--- src/rtl/ym_bus_pkg.sv ---
// Shared constants for the YM/AY bus controller: port decode patterns,
// TurboSound select base and the {bdir,bc1} bus-control encodings.
package ym_bus_pkg;

  // Low address nibble patterns (a3..a0)
  localparam logic [3:0] AY_LOW_MATCH = 4'b1101;
  localparam logic [3:0] FE_LOW_MATCH = 4'b1110;
  localparam logic [3:0] FB_LOW_MATCH = 4'b1011;

  localparam logic [7:0] TS_SEL_BASE = 8'hFF;

  // {bdir, bc1}
  localparam logic [1:0] BUS_INACTIVE = 2'b00;
  localparam logic [1:0] BUS_READ     = 2'b01;
  localparam logic [1:0] BUS_WRITE    = 2'b10;
  localparam logic [1:0] BUS_ADDR     = 2'b11;

  function automatic logic is_ay_port(input logic [15:0] a);
    return a[15] && (a[3:0] == AY_LOW_MATCH);
  endfunction

endpackage

--- src/rtl/ym_clk_detect.sv ---
// Frame-length CPU clock detector: counts cpu_clock cycles between int_n
// falling edges and flips clk_is_7m after two agreeing measurements.
module ym_clk_detect
  import ym_bus_pkg::*;
#(
  parameter int unsigned DETECT_THRESH = 105000,
  parameter int unsigned CNT_W         = 18
) (
  input  logic cpu_clock,
  input  logic reset,
  input  logic int_n,
  output logic clk_is_7m
);

  logic             int_q;
  logic [CNT_W-1:0] frame_cnt;
  logic             armed;
  logic             meas_valid;
  logic             meas_last;
  logic             int_fall;
  logic             meas;

  assign int_fall = int_q && !int_n;
  assign meas     = (frame_cnt >= CNT_W'(DETECT_THRESH));

  // Tracks int_n even in reset so a line already low at release is no edge.
  always_ff @(posedge cpu_clock) int_q <= int_n;

  always_ff @(posedge cpu_clock) begin
    if (reset) begin
      frame_cnt  <= '0;
      armed      <= 1'b0;
      meas_valid <= 1'b0;
      meas_last  <= 1'b0;
      clk_is_7m  <= 1'b0;
    end else if (int_fall) begin
      frame_cnt <= '0;
      armed     <= 1'b1;
      if (armed) begin
        meas_last  <= meas;
        meas_valid <= 1'b1;
        if (meas_valid && (meas_last == meas) && (meas != clk_is_7m))
          clk_is_7m <= meas;
      end
    end else if (frame_cnt != '1) begin
      frame_cnt <= frame_cnt + 1'b1;
    end
  end

endmodule

--- src/rtl/ym_bus_ctrl.sv ---
// CPLD bus controller for up to four AY/YM chips (TurboSound select), with
// IORQGE, #FE beeper/tape latch, #FB covox latch and 3.5/7 MHz chip clock.
module ym_bus_ctrl
  import ym_bus_pkg::*;
#(
  parameter int unsigned NUM_CHIPS     = 2,
  parameter int unsigned DETECT_THRESH = 105000,
  parameter int unsigned CNT_W         = 18
) (
  input  logic                 cpu_clock,
  input  logic                 reset,
  input  logic [15:0]          addr,
  input  logic [7:0]           d,
  input  logic                 iorq_n,
  input  logic                 wr_n,
  input  logic                 rd_n,
  input  logic                 m1_n,
  input  logic                 int_n,
  output logic                 bdir,
  output logic                 bc1,
  output logic [NUM_CHIPS-1:0] ym_sel_n,
  output logic                 ym_clock,
  output logic                 clk_is_7m,
  output logic                 ioge,
  output logic                 beeper,
  output logic                 tapeout,
  output logic [7:0]           covox_data,
  output logic                 covox_strobe
);

  logic       io_wr, io_rd, io_wr_q, wr_event;
  logic       ay_port, is_fffd, is_bffd, is_fe, is_fb;
  logic [7:0] sel_k;
  logic       sel_hit;
  logic [1:0] bus_next;
  logic       div_q, sel_7m;
  logic       unused_addr;

  assign unused_addr = ^addr[12:4];

  assign io_wr = !iorq_n && !wr_n && m1_n;
  assign io_rd = !iorq_n && !rd_n && m1_n;

  assign ay_port = is_ay_port(addr);
  assign is_fffd = ay_port && addr[14];
  assign is_bffd = ay_port && !addr[14];
  assign is_fe   = (addr[3:0] == FE_LOW_MATCH);
  assign is_fb   = (addr[3:0] == FB_LOW_MATCH);

  assign sel_k   = TS_SEL_BASE - d;
  assign sel_hit = (sel_k < 8'(NUM_CHIPS));

  // No reset branch: a write spanning reset release must not look like a new event.
  always_ff @(posedge cpu_clock) io_wr_q <= io_wr;
  assign wr_event = io_wr && !io_wr_q;

  always_comb begin
    bus_next = BUS_INACTIVE;
    if (io_wr && is_fffd)
      bus_next = sel_hit ? BUS_INACTIVE : BUS_ADDR;
    else if (io_wr && is_bffd)
      bus_next = BUS_WRITE;
    else if (io_rd && is_fffd)
      bus_next = BUS_READ;
  end

  always_ff @(posedge cpu_clock) begin
    if (reset) begin
      bdir         <= 1'b0;
      bc1          <= 1'b0;
      ioge         <= 1'b0;
      beeper       <= 1'b0;
      tapeout      <= 1'b0;
      covox_data   <= '0;
      covox_strobe <= 1'b0;
      div_q        <= 1'b0;
      sel_7m       <= 1'b0;
    end else begin
      {bdir, bc1}  <= bus_next;
      ioge         <= m1_n && ay_port && (!addr[14] || addr[13]);
      covox_strobe <= wr_event && is_fb;
      if (wr_event && is_fe) begin
        beeper  <= d[4];
        tapeout <= d[3];
      end
      if (wr_event && is_fb)
        covox_data <= d;
      div_q  <= !div_q;
      sel_7m <= clk_is_7m;
    end
  end

  generate
    if (NUM_CHIPS == 1) begin : g_single
      assign ym_sel_n = '0;
    end else begin : g_multi
      always_ff @(posedge cpu_clock) begin
        if (reset)
          ym_sel_n <= ~NUM_CHIPS'(1);
        else if (wr_event && is_fffd && sel_hit)
          for (int unsigned i = 0; i < NUM_CHIPS; i++)
            ym_sel_n[i] <= (sel_k != 8'(i));
      end
    end
  endgenerate

  assign ym_clock = sel_7m ? div_q : cpu_clock;

  ym_clk_detect #(
    .DETECT_THRESH(DETECT_THRESH),
    .CNT_W        (CNT_W)
  ) u_clk_detect (
    .cpu_clock(cpu_clock),
    .reset    (reset),
    .int_n    (int_n),
    .clk_is_7m(clk_is_7m)
  );

endmodule

--- config.mk ---
export PLATFORM = sky130hd
export DESIGN_NAME = ym_bus_ctrl
export DESIGN_NICKNAME = d
export VERILOG_FILES = /design/src/rtl/ym_bus_pkg.sv /design/src/rtl/ym_clk_detect.sv /design/src/rtl/ym_bus_ctrl.sv
export SDC_FILE = /design/constraint.sdc
export NUM_CORES = 1
export LEC_CHECK = 0
export ABC_CLOCK_PERIOD_IN_PS = 1600
export BUFFER_PORTS_ARGS = -buffer_cell sky130_fd_sc_hd__buf_2
export CORE_ASPECT_RATIO = 1.1
export CORE_MARGIN = 2
export CORE_UTILIZATION = 49
export CTS_BUF_LIST = sky130_fd_sc_hd__clkbuf_8
export CTS_CLUSTER_SIZE = 20
export DETAILED_ROUTE_END_ITERATION = 6
export PLACE_DENSITY = 0.78
export SYNTH_ARGS = -nofsm -noshare
export SYNTH_HDL_FRONTEND = slang
export SYNTH_SLANG_ARGS = --single-unit
export TNS_END_PERCENT = 100
--- constraint.sdc ---
create_clock -name cpu_clock -period 1.6 [get_ports cpu_clock]
set_input_delay 0.08 -clock cpu_clock [delete_from_list [all_inputs] [get_ports cpu_clock]]
set_output_delay 0.08 -clock cpu_clock [all_outputs]
set_load 0.1 [all_outputs]
---- After elaboration in Yosys (flattened, before gate mapping) ----
Cells that the tools add are included.
storage, ports and cells
  RAM bits ................................ 0
  register bits after elaboration ......... 42
  memories kept ........................... 0
  word-level logic and storage cells ...... 65
  memory bits (read-only) ................. 0
  bits of input ports ..................... 31
  output and inout bits ................... 18
  latch bits .............................. 0
cells by class
  $mul .................................... 0
  shifts and indexed selects .............. 0
  magnitude comparators ................... 2
  divide/modulo/power cells ............... 0
  multiplexer cells ....................... 5
  reduce and logical (&&, ||, !) cells .... 32
  add/subtract/negate cells ............... 2
  bitwise gates (word level) .............. 0
  equal/unequal tests ..................... 7
operators by type and width
  cell                   number
  $logic_and 1x1->1      20
  $add 18x1->18 const B  1
  $ge 18x17->1 const B   1
  $ne 18x18->1 const B   1
  $eq 4x4->1 const B     3
  $lt 8x2->1 const B     1
  $ne 8x1->1 const B     1
  $reduce_bool 8->1      1
  $sub 8x8->8 const A    1
  $logic_not 1->1        7
  $mux 2                 3
  $reduce_and 3->1       1
  $mux 1                 2
  $reduce_and 2->1       1
  $reduce_or 2->1        1
  $eq 1x1->1             1
  $logic_or 1x1->1       1
  $ne 1x1->1             1

---- Longest topological paths before layout ----
Gate-level depths: netlist of the first run.
  depth after elaboration ................. 7
  depth in mapped cells ................... 6
  gate-level depth less buffers ........... 5

---- Hierarchy ----
From an unflattened synthesis of the first run, not the netlist that was laid out.
unflattened totals
  cells, all modules ...................... 218
  area total of the unflattened synthesis .. 1966.9 um^2
modules (own cells, without submodules)
  module         times used  seq. area each (um^2)  area each (um^2)  cells an instance
  ym_clk_detect  1           460.4                  1209.9            146
  ym_bus_ctrl    1           380.4                  757.0             72

==> qor.yml, run 1 <==
status: "finished clean"
worstPathCellList: "ha_1 > nand2_2 > buf_4 > nor4_1 > mux2i_1 > nor2_1"
gr-total-overflow: 0
ios: 49
grt_pass1_vias: 1892
synth_seq_cells: 42
hold_class: "input port to flip-flop"
final_core_util: 0.733
area_growth_pct: 42.7
fin_skew_ps: 6.91
ir_drop_mv: 1.45
synth.area.top_cells: "dfxtp_1 45%, mux2i_1 7.5%, nor2_1 4.0%, nand2_1 3.8%, a21oi_1 3.7%"
track_usage: 0.264
antenna-diode-count: 0
yosysUniqueCellTypes: 44
via_per_inst: 5.64
synth.top_cell.area_share: 0.448
power_density_mw_per_mm2: 906
ys_warn_count: 0
yosys.area.top_type: "dfxtp_1"
period_share: 0.981
hold_start: "addr[13]"
syn_avg_cell_area_um2: 8.90
drc: 0
reg2reg_from: "u_clk_detect.frame_cnt[0]"
nets: 335
worstMarginPinSlew_ps: 521
n_fill_cell: 227
path_clk_slew_ps: 80
grt_pass1_wl_um: 8640
switchingPower_uw: 717
syn_nets: 244
cp_max_fo: 8
multi_input_area_mm2: 0.00100
synth_area_mm2: 0.00188
total_power_mw: 2.43
synthMostInstantiatedCell: "dfxtp_1"
dieWidth_um: 63.0
rows: 23
reg2reg_depth: 6
cp_num_buf_inv: 1
worstSetupEndpointType: "flip-flop"
drtIter0Drc: 79
synth_flop_cell: "dfxtp_1"
cp_slowest_cell: "dfxtp_2"
required_ps: 1900
ant_nets: 0
start_util: 0.514
syn_inst: 211
setup_viol: 0
cellLeakagePower_nw: 1.07
hold_viol: 0
switching_share: 0.295
worstHoldEndpoint: "ioge"
hpwl_um: 3260
whs_path_depth: 3
drive_gt1_frac: 0.327
synth-async-reset-ratio: 0
cp_top_family: "simple AND/OR/NAND/NOR gates"
synth.cells.most_frequent: "42 x dfxtp_1, 20 x nor2_1, 19 x nand2_1, 14 x a21oi_1, 14 x mux2i_1"
drv_cap: 0
cp.arrival_ps: 1870
dieArea_mm2: 0.00434
critPathKind: "flip-flop to flip-flop"
firstDrtPassIters: 4
synth_edf_count: 0
internal-power_mw: 1.71
port_buffers: 39
regArea_um2: 848
num_vias: 1991
cts_tree: "done"
dieHeight_um: 68.9
fin_crit_ps: 1570
fmax_ghz: 0.637
ys_seq_area_frac: 0.448
clock_latency_ps: 400
power_frac_comb: 0.061
antenna_found_initial: 0
maxSlewViolCount: 0
sequentialPowerShare: 0.440
regToRegSetupSlack_ps: 30
grt_max_degree: 24
core_mm2: 0.00365
crit_path_start_kind: "flip-flop"
place.gp.congestion: 0.854
clkPwrFrac: 0.500
critPathMaxStageDelay_ps: 370
r2r_end: "u_clk_detect.frame_cnt[14]"
drt-wirelength-per-cell_um: 15.5
timing.slew.headroom: 0.655
wl_um: 5470
rsz0062_at_grt: "yes"
==> layout make-up <==
class,instances,share of cell area
Timing Repair Buffer,87,0.222
Clock inverter,2,0.00607
Multi-Input combinational cell,157,0.374
Inverter,5,0.00700
Clock buffer,10,0.0504
Tap cell,50,0.0233
Sequential cell,42,0.317
==> cells by family after synthesis <==
group,Yosys count,share of synthesized area
fa+ha+maj,2,0.0133
buf+inv,12,0.0253
compound gates,43,0.143
mux,15,0.0806
flops,42,0.448
simple gates,97,0.290
==> state kept, by name, summed over array words and instances (netlist names) <==
signal,cells
bc1,1
bdir,1
beeper,1
covox_data,8
covox_strobe,1
div_q,1
io_wr_q,1
ioge,1
sel_7m,1
tapeout,1
u_clk_detect.armed,1
u_clk_detect.clk_is_7m,1
u_clk_detect.frame_cnt,18
u_clk_detect.int_q,1
u_clk_detect.meas_last,1
u_clk_detect.meas_valid,1
ym_sel_n,2
==> per-layer routing <==
metal | track usage | vias to the layer above | share of wire
met5 | 0 | - | 0
met4 | 0.142 | 0 | 0.019
li1 | - | 962 | -
met2 | 0.475 | 72 | 0.54
met3 | 0.0860 | 11 | 0.046
met1 | 0.279 | 946 | 0.40
==> worst max path at each step <==
| stage | startpoint | end | slack [ps] | cells after the start |
|---|---|---|---|---|
| 2_1_floorplan | u_clk_detect.frame_cnt[3] | u_clk_detect.frame_cnt[13] | 20 | 4 |
| 3_3_place_gp | u_clk_detect.frame_cnt[12] | u_clk_detect.frame_cnt[7] | 40 | 5 |
| 3_5_place_dp | iorq_n | covox_data[1] | 10 | 6 |
| 4_1_cts | u_clk_detect.frame_cnt[0] | u_clk_detect.frame_cnt[1] | 2 | 6 |
| 5_1_grt | u_clk_detect.frame_cnt[0] | u_clk_detect.frame_cnt[0] | -30 | 6 |
| 6_report | u_clk_detect.frame_cnt[0] | u_clk_detect.frame_cnt[14] | 30 | 6 |
==> repair_timing <==
| item | CTS | global route |
|---|---|---|
| setup buffers | 0 | 1 |
| setup endpoints to repair | 1 | 15 |
| hold buffers | 15 | 0 |
| hold endpoints to repair | 15 | 0 |
| resized for setup | 2 | 9 |
| pin swaps | 0 | 3 |
==> layout by cell type, fill, tap and decap left out, types with 6 or more instances in the layout <==
cell           instances
buf_2                 38
dfxtp_1               36
buf_4                 34
nor2_1                20
nand2_1               18
dlygate4sd3_1         15
a21oi_1               14
mux2i_1               14
o21ai_0               11
nand3_1                9
clkbuf_8               9
nor3_1                 7
dfxtp_2                6
==> worst register-to-register path: cells and delay by family (launching register included) <==
family / cells / cell delay, ps
adders and majority gates: 1 / 210
and+or+nand+nor: 3 / 500
muxes: 1 / 230
buffers and inverters: 1 / 170
DFF: 1 / 370
==> power by group through the flow <==
stage,Combinational (mW),Clock [mW],Sequential (mW)
after global routing,0.160,1.28,1.07
after detailed placement,0.113,0.242,1.09
final,0.148,1.21,1.07
after global placement,0.110,0.242,1.09
after floorplan,0.0467,0.223,1.10
after CTS,0.140,1.24,1.07
==> stage by stage <==
step	setup WS (ps)	TNS [ps]	hold WS (ps)	std cells	area, µm²
after floorplan	23.5	0	108	211	1880
after global placement	43.0	0	201	326	2360
after detailed placement	13.5	0	202	326	2360
after CTS	1.92	0	0.514	352	2660
after global routing	-30.4	-38.3	24.0	353	2680
final	30.4	0	5.36	353	2680
Note: power is estimated with default switching activity, not from simulation.
==> inputs of run 2 (changes only) <==
CORE_ASPECT_RATIO = 0.6   (was 1.1)
==> run 2 against run 1 <==
Effect of this change: combinational power about the same; hold slack better by 24 ps; highest routed layer unchanged; the run now ends with negative setup slack left; sequential power about the same; critical path depth fell by 1; non-clock buffer count grew 2; clock skew rose by 10 ps; sequential share of layout area decreased by 0.31 points; largest cell class unchanged; via count increased by 3.4%; global-route usage increased by 1.2 points; total power is 0.66% lower.
==> qor.yml, run 2 (synthesized netlist as in run 1, its figures left out) <==
area_growth_pct: 45.0
post_dp_cell_area_mm2: 0.00236  # -0.16%
hold_viol: 0  # unchanged
gr-total-overflow: 0  # unchanged
violations: "negative setup slack"
power_frac_comb: 0.062  # about the same
drive_gt1_frac: 0.348  # +0.0208
final_common_cell: "buf_2"
status: "finished with violations"
antenna-diode-count: 0  # unchanged
worstSetupEndpointType: "flip-flop"
largest_register_ffs: 18  # unchanged
port_buffers: 39  # unchanged
track_usage: 0.276  # +0.0120
post-route-cell-area_mm2: 0.00272  # +1.6%
grt_max_degree: 24  # unchanged
cp_slowest_cell: "nor4_1"
reg_top3: "u_clk_detect.frame_cnt (18), covox_data (8), ym_sel_n (2)"
switching_share: 0.310  # +0.0142
start_util: 0.510  # -0.00349
hold_class: "input port to flip-flop"
dieArea_mm2: 0.00436  # +0.36%
internal-power_mw: 1.66  # -2.7%
fin_cells: 352  # -0.28%
fmax_ghz: 0.596  # -6.4%
crit_path_start_kind: "flip-flop"
rsz0062_at_grt: "yes"
total_power_mw: 2.41  # -0.66%
fin_skew_ps: 17.3  # +10.4 ps
period_share: 1.05  # +0.0671
maxSlewViolCount: 0  # unchanged
worstMarginPinSlew_ps: 520  # -0.296 ps
critPathMaxStageDelay_ps: 450  # +80 ps
layout_setup_ws_ps: -76.9  # -107 ps
ios: 49  # unchanged
multi_input_area_mm2: 0.00103  # +2.7%
final_cell_mix: "38 x buf_2, 36 x dfxtp_1, 34 x buf_4, 20 x nor2_1, 18 x nand2_1"
grt_pass1_wl_um: 9050  # +4.8%
rows: 17  # -26%
worstPathCellList: "nand4_1 > buf_4 > nor4_1 > o21ai_0 > a31oi_1"
firstDrtPassIters: 5  # +1
place_inst: 323  # -0.92%
ant_nets: 0  # unchanged
cp_max_fo: 4  # -4
antenna_found_initial: 0  # unchanged
ir_drop_mv: 1.36  # -5.9%
cellLeakagePower_nw: 1.08  # +0.66%
num_vias: 2059  # +3.4%
timing.slew.headroom: 0.650  # -0.00539
place.gp.congestion: 0.893  # +4.6%
cp.arrival_ps: 2020  # +150 ps
core_mm2: 0.00368  # +0.68%
n_fill_cell: 247  # +8.8%
path_clk_slew_ps: 90  # about the same
dieHeight_um: 52.0  # -25%
preCtsSetupSlack_ps: 34.5  # +20.9 ps
setup_viol: 1  # +1
final_core_util: 0.740  # +0.00657
via_per_inst: 5.85  # +3.7%
drt-wirelength-per-cell_um: 16.5  # +6.6%
cts_tree: "done"
power_density_mw_per_mm2: 886  # -2.2%
clock_latency_ps: 420  # +20 ps
drv_cap: 0  # unchanged
switchingPower_uw: 746  # +4.1%
regArea_um2: 853  # +0.59%
required_ps: 1940  # +40 ps
hpwl_um: 3610  # +11%
dieWidth_um: 83.9  # +33%
fin_crit_ps: 1680  # +107 ps
sequentialPowerShare: 0.442  # +0.002
largest_register: "u_clk_detect.frame_cnt"
critPathKind: "flip-flop to flip-flop"
clkPwrFrac: 0.496  # -0.004
nets: 337  # +0.60%
grt_pass1_vias: 1868  # -1.3%
wl_um: 5810  # +6.3%
drtIter0Drc: 263  # +230%
drc: 0  # unchanged
## run 2: worst paths after layout
check                                           startpoint                    endpoint  slack (ps)  depth (start not counted)
worst min register to register                       div_q                       div_q         440                          1
worst min-delay path                               addr[1]                        bdir          30                          3
worst max register to register  u_clk_detect.frame_cnt[14]  u_clk_detect.frame_cnt[15]         -80                          5
worst max-delay path            u_clk_detect.frame_cnt[14]  u_clk_detect.frame_cnt[15]         -80                          5
## run 2: stage by stage
step	TNS [ps]	hold slack, ps
final	-76.9	29.1
after global routing	-262	49.1
after CTS	0	10.4
after detailed placement	0	205
after global placement	0	200
after floorplan	0	108
## run 2: layout make-up
type | count | area share
clock inverter | 3 | 0.00873
timing repair buffer | 89 | 0.226
tap | 47 | 0.0216
multi-input combinational | 157 | 0.379
clock buffer | 9 | 0.0446
sequential | 42 | 0.313
inverter | 5 | 0.00689
## run 2: per-layer routing
metal,part of all wire,vias up,global-route usage,routed length [µm]
li1,-,967,-,-
met1,0.44,962,0.355,2550
met2,0.46,102,0.439,2660
met3,0.069,28,0.0619,399
met4,0.036,0,0.148,211
met5,0,-,0,0
## run 2: power by group through the flow
stage | registers [mW] | clock network [mW] | logic (mW)
6_report | 1.07 | 1.20 | 0.150
5_1_grt | 1.07 | 1.25 | 0.163
4_1_cts | 1.07 | 1.18 | 0.140
3_5_place_dp | 1.09 | 0.242 | 0.112
3_3_place_gp | 1.09 | 0.242 | 0.108
2_1_floorplan | 1.10 | 0.223 | 0.0467
## run 2: worst max-delay path: cells and delay by family, from the launching register on
| family | cells | cell delay (ps) |
|---|---|---|
| buffers and inverters | 1 | 220 |
| AOI/OAI and AO/OA | 2 | 310 |
| and+or+nand+nor | 2 | 670 |
| DFF | 1 | 410 |
## run 2: timing repair
item                                    CTS  global route
pin swaps                                 0             4
hold buffers                             17             0
gates cloned                              0             0
buffers inserted                          0             1
endpoints found under the hold margin    16             0
gates resized for setup                   1            19
endpoints found under the setup margin    1            18
==> inputs of run 3 (changes only) <==
PLACE_DENSITY = 0.77   (was 0.78)
SETUP_SLACK_MARGIN = 0.3   (was not set)
SYNTH_HIERARCHICAL = 1   (was not set)
==> run 3 against run 2 <==
Effect of this change: the flow finishes with violations (design-rule violations, negative setup slack); synthesized area is 4.7% higher; final area up 16%; via count is 1.5% higher; critical path depth decreased by 1; sequential cell count unchanged; routed wire length increased by 9.2%; critical path type unchanged; critical endpoint is now u_clk_detect/frame_cnt[11].
==> qor.yml, run 3 <==
nets: 344  # +2.1%
drive_gt1_frac: 0.481  # +0.133
hpwl_um: 3570  # -0.93%
place.gp.congestion: 0.893  # about the same
cp.arrival_ps: 1950  # -70 ps
cellLeakagePower_nw: 1.30  # +20%
synth_seq_cells: 42  # unchanged
ys_warn_count: 6  # +6
regToRegSetupSlack_ps: -10  # +70 ps
fin_tns_setup_ps: -18.3  # +58.6 ps
grt_max_degree: 17  # -29%
track_usage: 0.279  # +0.00367
critPathMaxStageDelay_ps: 490  # +40 ps
reg_top3: "u_clk_detect/frame_cnt (18), covox_data (8), ym_sel_n (2)"
fin_skew_ps: 4.16  # -13.2 ps
status: "finished with violations"
port_buffers: 39  # unchanged
antenna_found_initial: 0  # unchanged
synthMostInstantiatedCell: "dfxtp_1"
synth_area_mm2: 0.00197  # +4.7%
fmax_ghz: 0.621  # +4.1%
setup_viol: 2  # +1
synth-async-reset-ratio: 0  # unchanged
cp_max_fo: 7  # +3
crit_path_start_kind: "flip-flop"
maxSlewViolCount: 0  # unchanged
hold_viol: 0  # unchanged
core_mm2: 0.00376  # +2.3%
power_density_mw_per_mm2: 905  # +2.1%
synth_edf_count: 0  # unchanged
layout_setup_ws_ps: -10.4  # +66.5 ps
dieWidth_um: 85.8  # +2.2%
drtIter0Drc: 100  # -62%
cp_top_family: "simple AND/OR/NAND/NOR gates"
drv_cap: 0  # unchanged
largest_register: "u_clk_detect/frame_cnt"
dieArea_mm2: 0.00455  # +4.4%
required_ps: 1940  # about the same
final_common_cell: "buf_2"
worstPathCellList: "nand3_4 > or3_4 > or4_4 > a21oi_2"
rsz0062_at_grt: "yes"
start_util: 0.522  # +0.0121
syn_avg_cell_area_um2: 9.02  # +1.4%
grt_pass1_vias: 1871  # +0.16%
wl_um: 6350  # +9.2%
gr-total-overflow: 0  # unchanged
syn_nets: 251  # +2.9%
ant_nets: 0  # unchanged
ys_seq_area_frac: 0.427  # -0.0202
drt-wirelength-per-cell_um: 17.7  # +7.1%
synth.top_cell.area_share: 0.427  # -0.0202
ir_drop_mv: 1.59  # +17%
timing.slew.headroom: 0.626  # -0.0241
dieHeight_um: 53.1  # +2.2%
final_core_util: 0.840  # +0.0999
synth.cells.most_frequent: "42 x dfxtp_1, 24 x nor2_1, 15 x nand2_1, 13 x mux2i_1, 12 x a21oi_1"
critPathKind: "flip-flop to flip-flop"
num_vias: 2090  # +1.5%
ios: 49  # unchanged
cp_num_buf_inv: 0  # -1
violations: "design-rule violations, negative setup slack"
worstMarginPinSlew_ps: 559  # +38.9 ps
yosysUniqueCellTypes: 46  # +4.5%
path_clk_slew_ps: 80  # about the same
period_share: 1.01  # -0.0416
clock_latency_ps: 400  # -20 ps
yosys.area.top_type: "dfxtp_1"
firstDrtPassIters: 7  # +2
cts_tree: "done"
final_cell_mix: "36 x buf_2, 31 x buf_4, 28 x dfxtp_1, 23 x nor2_1, 17 x dlygate4sd3_1"
cp_slowest_cell: "or4_4"
worstSetupEndpointType: "flip-flop"
synth_flop_cell: "dfxtp_1"
synth.area.top_cells: "dfxtp_1 43%, mux2i_1 6.6%, nor2_1 4.6%, a21oi_1 3.1%, nand2_1 2.9%"
largest_register_ffs: 18  # unchanged
fin_crit_ps: 1610  # -66.5 ps
hold_class: "input port to flip-flop"
drc: 1  # +1
rows: 17  # unchanged
antenna-diode-count: 0  # unchanged
syn_inst: 218  # +3.3%
via_per_inst: 5.82  # -0.47%
area_growth_pct: 60.8
grt_pass1_wl_um: 9410  # +4.0%
## run 3: cell families after synthesis
logic type	synth area share
AND/OR/NAND/NOR	0.263
adder cells (fa/ha/maj)	0.0127
AO/OA/AOI/OAI	0.169
multiplexers	0.0776
buffers and inverters	0.0503
flip-flops	0.427
## run 3: what timing repair did
action / CTS / global route
resized for setup: 39 / 34
hold endpoints to repair: 16 / 0
setup buffers: 3 / 5
cloned: 1 / 0
hold buffers: 17 / 0
pin swaps: 14 / 14
setup endpoints to repair: 30 / 34
## run 3: per-stage QoR
| stage | setup slack [ps] | hold WS [ps] | cells | instance area (µm²) | power, mW |
|---|---|---|---|---|---|
| 3_5_place_dp | -50.0 | 201 | 322 | 2470 | 1.47 |
| 6_report | -10.4 | 41.3 | 359 | 3160 | 2.86 |
| 4_1_cts | 13.8 | 33.2 | 354 | 2990 | 2.82 |
| 5_1_grt | -40.9 | 49.2 | 359 | 3160 | 2.95 |
| 2_1_floorplan | -12.1 | 108 | 218 | 2080 | 1.40 |
| 3_3_place_gp | -16.6 | 199 | 322 | 2470 | 1.47 |
## run 3: worst reg2reg max path, cell delays in order, from the launching register on
cell and delay (ps):
dfxtp_4 400, nand3_4 80, or3_4 440, or4_4 500
a21oi_2 140
## run 3: final timing paths
check | depth (start not counted) | end | startpoint
max | 4 | u_clk_detect/frame_cnt[11] | u_clk_detect/frame_cnt[1]
min | 3 | io_wr_q | iorq_n
max reg2reg | 4 | u_clk_detect/frame_cnt[11] | u_clk_detect/frame_cnt[1]
min reg2reg | 1 | div_q | div_q
## run 3: final cells by class
type                    count  area, µm²
clock buffers               9        133
clock inverters             3       68.8
fillers                   203        603
inverters                   6       22.5
multi-input cells         156       1270
flip-flops and latches     42        871
well taps                  47       58.8
repair buffers             96        741
## run 3: metal layers
layer / vias up / part of all wire / GRT usage
met2: 79 / 0.47 / 0.434
met3: 11 / 0.061 / 0.0749
li1: 999 / - / -
met4: 0 / 0.014 / 0.127
met5: - / 0 / 0
met1: 1001 / 0.45 / 0.366
## run 3: where the power goes
part	switching, mW	total (mW)	internal [mW]	leakage [nW]
clock	0.668	1.61	0.942	0.107
combinational	0.0977	0.183	0.0856	0.842
sequential	0.0153	1.07	1.05	0.348
